[config.mk]
export PLATFORM = sky130hd
export DESIGN_NAME = mem_access_ctrl
export DESIGN_NICKNAME = d
export VERILOG_FILES = /design/src/rtl/wisc_mem_pkg.sv /design/src/rtl/mem_access_ctrl.sv
export SDC_FILE = /design/constraint.sdc
export NUM_CORES = 1
export LEC_CHECK = 0
export ABC_AREA = 1
export CAP_MARGIN = 20
export CORE_ASPECT_RATIO = 1.75
export CORE_MARGIN = 2
export CORE_UTILIZATION = 35
export CTS_CLUSTER_SIZE = 30
export DETAILED_ROUTE_END_ITERATION = 10
export PLACE_DENSITY_LB_ADDON = 0.08
export SETUP_SLACK_MARGIN = 0.15
export SYNTH_ARGS = -nofsm -noshare
export SYNTH_HDL_FRONTEND = slang
export SYNTH_SLANG_ARGS = --single-unit
[constraint.sdc]
create_clock -name clk -period 3.5 [get_ports clk]
set_clock_uncertainty 0.05 [all_clocks]
set_input_delay 0.7 -clock clk [delete_from_list [all_inputs] [get_ports clk]]
set_output_delay 0.7 -clock clk [all_outputs]
set_load 0.01 [all_outputs]
[src/rtl/wisc_mem_pkg.sv]
// rtl/wisc_mem_pkg.sv - shared types and constants for the MEM-stage access controller
package wisc_mem_pkg;

  typedef enum logic [1:0] {
    ST_IDLE   = 2'd0,
    ST_ACCESS = 2'd1,
    ST_DONE   = 2'd2
  } mem_state_e;

  localparam int          MAX_WAIT_DEFAULT   = 15;
  localparam logic [15:0] TIMEOUT_LOAD_VALUE = 16'h0000;

endpackage

[src/rtl/mem_access_ctrl.sv]
// rtl/mem_access_ctrl.sv - MEM-stage data memory access controller with stall and timeout
module mem_access_ctrl
  import wisc_mem_pkg::*;
#(
  parameter int MAX_WAIT = MAX_WAIT_DEFAULT
) (
  input  logic        clk,
  input  logic        rst,
  input  logic        mem_to_reg_in,
  input  logic        reg_to_mem_in,
  input  logic [3:0]  reg_rd_in,
  input  logic [15:0] alu_result_in,
  input  logic [15:0] save_word_data_in,
  input  logic        ret_future_in,
  output logic        dmem_req,
  output logic        dmem_we,
  output logic [15:0] dmem_addr,
  output logic [15:0] dmem_wdata,
  input  logic        dmem_ack,
  input  logic [15:0] dmem_rdata,
  output logic        stall_out,
  output logic [15:0] wb_data_out,
  output logic [3:0]  wb_rd_out,
  output logic        wb_mem_to_reg_out,
  output logic        ret_future_out,
  output logic        err_timeout
);

  localparam logic [3:0] LAST_WAIT = 4'(MAX_WAIT - 1);

  mem_state_e  state_q, state_d;
  logic [3:0]  wait_cnt_q;
  logic [15:0] addr_q;
  logic [15:0] wdata_q;
  logic [15:0] rdata_q;
  logic [3:0]  rd_q;
  logic        ret_future_q;
  logic        is_load_q;
  logic        err_q;

  logic mem_op;
  logic timeout_hit;

  assign mem_op      = mem_to_reg_in | reg_to_mem_in;
  assign timeout_hit = (wait_cnt_q == LAST_WAIT) && !dmem_ack;

  always_ff @(posedge clk) begin
    if (rst) begin
      state_q      <= ST_IDLE;
      wait_cnt_q   <= 4'd0;
      addr_q       <= 16'h0000;
      wdata_q      <= 16'h0000;
      rdata_q      <= 16'h0000;
      rd_q         <= 4'd0;
      ret_future_q <= 1'b0;
      is_load_q    <= 1'b0;
      err_q        <= 1'b0;
    end else begin
      state_q <= state_d;
      case (state_q)
        ST_IDLE: begin
          if (mem_op) begin
            addr_q       <= alu_result_in;
            wdata_q      <= save_word_data_in;
            rd_q         <= reg_rd_in;
            ret_future_q <= ret_future_in;
            // A load request wins when both flags are set; the store is dropped.
            is_load_q    <= mem_to_reg_in;
            wait_cnt_q   <= 4'd0;
          end
        end
        ST_ACCESS: begin
          wait_cnt_q <= wait_cnt_q + 4'd1;
          if (dmem_ack) begin
            if (is_load_q) rdata_q <= dmem_rdata;
          end else if (timeout_hit) begin
            err_q   <= 1'b1;
            rdata_q <= TIMEOUT_LOAD_VALUE;
          end
        end
        default: ;
      endcase
    end
  end

  always_comb begin
    state_d = state_q;
    case (state_q)
      ST_IDLE:   if (mem_op) state_d = ST_ACCESS;
      ST_ACCESS: if (dmem_ack || timeout_hit) state_d = ST_DONE;
      default:   state_d = ST_IDLE;
    endcase
  end

  always_comb begin
    dmem_req          = 1'b0;
    dmem_we           = 1'b0;
    dmem_addr         = 16'h0000;
    dmem_wdata        = 16'h0000;
    stall_out         = 1'b0;
    wb_data_out       = 16'h0000;
    wb_rd_out         = 4'd0;
    wb_mem_to_reg_out = 1'b0;
    ret_future_out    = 1'b0;
    err_timeout       = err_q;
    case (state_q)
      ST_IDLE: begin
        if (mem_op) begin
          stall_out = 1'b1;
        end else begin
          wb_data_out       = alu_result_in;
          wb_rd_out         = reg_rd_in;
          wb_mem_to_reg_out = mem_to_reg_in;
          ret_future_out    = ret_future_in;
        end
      end
      ST_ACCESS: begin
        dmem_req   = 1'b1;
        dmem_we    = !is_load_q;
        dmem_addr  = addr_q;
        dmem_wdata = wdata_q;
        stall_out  = 1'b1;
      end
      ST_DONE: begin
        wb_data_out       = is_load_q ? rdata_q : addr_q;
        wb_rd_out         = rd_q;
        wb_mem_to_reg_out = is_load_q;
        ret_future_out    = ret_future_q;
      end
      default: ;
    endcase
    // Reset blanks every output, including the IDLE pass-through path.
    if (rst) begin
      dmem_req          = 1'b0;
      dmem_we           = 1'b0;
      dmem_addr         = 16'h0000;
      dmem_wdata        = 16'h0000;
      stall_out         = 1'b0;
      wb_data_out       = 16'h0000;
      wb_rd_out         = 4'd0;
      wb_mem_to_reg_out = 1'b0;
      ret_future_out    = 1'b0;
      err_timeout       = 1'b0;
    end
  end

endmodule

==> results of run 1 <==
cells by family (layout without fill, tap and decap cells):
family                     after synthesis  in the layout
DFF                                     61             61
buffers and inverters                   75            187
AOI/OAI and AO/OA                      101            101
and+or+nand+nor                        209            209
adders and majority gates                2              2
worst reg2reg max path, delay by kind of cell, from the launching register on:
kind | cells | cell delay (ns)
AND/OR/NAND/NOR | 3 | 0.68
buffers and inverters | 2 | 0.48
flip-flops | 1 | 0.34
AO/OA/AOI/OAI | 1 | 0.14
registers in the layout, indices dropped and copies added, names as in the netlist:
| name | flops |
|---|---|
| addr_q | 16 |
| wdata_q | 16 |
| wait_cnt_q | 4 |
| rdata_q | 16 |
| ret_future_q | 1 |
| is_load_q | 1 |
| rd_q | 4 |
| err_q | 1 |
| state_q | 2 |
cell type report:
class / count / area, um^2
Fill cell: 840 / 3791
Multi-Input combinational cell: 312 / 1415
Timing Repair Buffer: 126 / 1254
Sequential cell: 61 / 1221
Clock buffer: 11 / 242.7
Inverter: 45 / 168.9
Tap cell: 92 / 115.1
Clock inverter: 5 / 50.05
cell usage after synthesis (3+ instances only):
master,count,area [um^2]
a21oi_1,41,205.2
buf_2,11,55.05
buf_4,3,22.52
clkbuf_1,12,45.04
dfxtp_1,61,1221
inv_1,41,153.9
nand2_1,70,262.8
nand3_1,17,85.08
nor2_1,114,427.9
o211ai_1,16,120.1
o21ai_0,41,205.2
power breakdown:
part	switching [mW]	leakage, nW	total [mW]	internal [mW]
combinational	0.223	1.11	0.396	0.173
sequential	0.0326	0.503	0.793	0.760
clock	0.299	0.149	0.864	0.564
how the worst min path moves through the flow:
stage | start | to | slack, ns | cells past startpoint
after floorplan | rdata_q[10] | rdata_q[10] | 0.39 | 2
after global placement | rdata_q[8] | rdata_q[8] | 0.40 | 2
after detailed placement | rdata_q[3] | rdata_q[3] | 0.40 | 2
after CTS | rdata_q[8] | rdata_q[8] | 0.41 | 2
after global routing | rdata_q[12] | rdata_q[12] | 0.43 | 2
final | rdata_q[12] | rdata_q[12] | 0.41 | 2
routing by layer:
metal | global-route usage [%] | wire length [um]
met5 | 0 | 0
met2 | 34.71 | 4552
met4 | 7.273 | 158
met1 | 24.08 | 3760
met3 | 4.754 | 557
metrics by stage:
| stage | util [%] | instances | worst slack, ns |
|---|---|---|---|
| after global placement | 50.45 | 636 | 0.2585 |
| after detailed placement | 50.45 | 636 | 0.2788 |
| after floorplan | - | 448 | 1.240 |
| after CTS | 54.00 | 652 | 0.2641 |
| after global routing | 54.09 | 652 | 0.1287 |
| final | 54.09 | 652 | 0.2461 |
layout by cell type, fill, tap and decap left out:
cell             instances
clkinv_2                 4
a21oi_1                 41
buf_6                    2
nor2_4                   1
nand4_1                  1
clkbuf_16                9
o21a_1                   1
clkdlybuf4s50_1        115
nor2_1                 112
nand2_2                  2
dfxtp_1                 61
ha_1                     2
bufinv_16                1
clkbuf_1                 1
buf_4                    8
inv_2                    2
clkinv_1                 2
o22ai_1                  2
o21ai_0                 41
nand2_4                  1
clkbuf_8                 1
nor2_2                   4
buf_12                   1
o211ai_1                16
nand2_1                 70
inv_1                   41
nor3_1                   1
nand3_1                 17
==> flow_summary.toml, run 1 <==
[status]
status = "completed"

[placed_design]
postPlaceCellArea_um2 = 4167
gp_congestion = 0.7959
placement.io_buffers = 115
dp_hpwl_um = 6018

[sta]
tightest_slew_ns = 0.6250
slew_viol_final = 0
tns_ns = 0
layout_min_cycle_time_ns = 3.254
fmax_mhz = 307.3
rsz0062_at_grt = "yes"
post-route-period-util_pct = 92.97
slew_headroom_pct = 58.29
whs_ns = 0.4109
finalSetupViolCount = 0
final_hold_viol_count = 0

[clocking]
clkSlewWorstSetupHoldPaths_ns = 0.05
cts_tree = "built"
cts_max_path_buffers = 2
cts_buffers = 9
htree_num_levels = 3
postCtsSetupBuffers = 0
cts-hold-fix-buffers = 0
clock-sinks = 61
cts.root.buffer_cell = "clkbuf_16"
insertion_delay_ns = 0.32
cts_resized = 0

[floorplanning]
io_pins = 116
die-area_um2 = 9217
die_y_um = 125.5
rows = 44
core_area_um2 = 8258
fp.dieW_um = 73.44
initial_core_util_pct = 35.76

[route]
drtAntennaViolNets = 0
wire_per_inst_um = 13.85
vias_per_cell = 5.044
initialDrtViolationCount = 222
dr.pass1.iters = 4
post-route-drc-count = 0
wl_um = 9029
route.vias.total = 3289

[logic_synthesis]
syn_avg_cell_area_um2 = 6.591
yosysSeqAreaShare_pct = 41.36
synth_xor_area_share_pct = 0
syn_area_um2 = 2953
async_reset_ff_share_pct = 0
synth-adder-area-share_pct = 0.8475
ys_ff_latch = 61
synth_compound_area_share_pct = 18.64
yosys_warnings = 0
synth_top_family_by_area = "simple AND/OR/NAND/NOR gates"
synth_fp_nets = 508
synthSimpleGateAreaFrac_pct = 28.26
synthCells = 448
synth_cell_types = 24
synthFlopType = "dfxtp_1"
synth_edf_count = 0
muxShareOfSynthArea_pct = 0

[worst_setup_path]
startpoint = "mem_to_reg_in"
cp_slowest_cell = "clkdlybuf4s50_1"
cpLargestDelayFamily = "buffers and inverters"
critical_path.cell_chain = "clkdlybuf4s50_1 > nor2_1 > inv_1 > nor2_2 > buf_4 > nand2_1 > a21oi_1 > clkdlybuf4s50_1"
reg2reg_depth = 6
timing.rr.start = "state_q[0]"
endpoint_kind = "output pin"
path_depth = 8
r2r-end = "addr_q[9]"
r2r_slack_ns = 1.76
path_class = "in2out"
worst_ep_arrival_time_ns = 2.50
required_ns = 2.75
cpPeakStageDelay_ns = 0.57
crit_end = "wb_data_out[7]"
path_buf_inv = 4
cp-start-kind = "input port"
path_common_cell = "clkdlybuf4s50_1"
crit_fanout = 10

[finish]
syn2layout_area_growth_pct = 51.27
n_antenna_cell = 0
layout-drive-gt1-share_pct = 6.429
stdcell_area_um2 = 4467
fin_nets = 615

[power_and_ir_drop]
power_leakage_nw = 1.759
peakVddDrop_uv = 266.3
p_per_area_nw_per_um2 = 459.5
power_mw = 2.052

[global_route]
grt_use_total_pct = 20.27
grt_pass1_wl_um = 14630
grt_max_degree = 45
antenna_found_initial = 0
grt-ovfl-total = 0
first_global_vias = 3064

[run]
drv_cap = 0

[min_path]
holdCritPathClass = "reg2reg"
Power figures use the tool's default switching activity.
==> inputs of run 2 (changes only) <==
- HOLD_SLACK_MARGIN: unset -> 0.08
==> results of run 2 <==
No change in the layout: final DEF, timing and power equal those of run 1.
==> inputs of run 3 (changes only) <==
- HOLD_SLACK_MARGIN: 0.08 -> 0.02
==> results of run 3 <==
No change in the layout: final DEF, timing and power equal those of run 1.
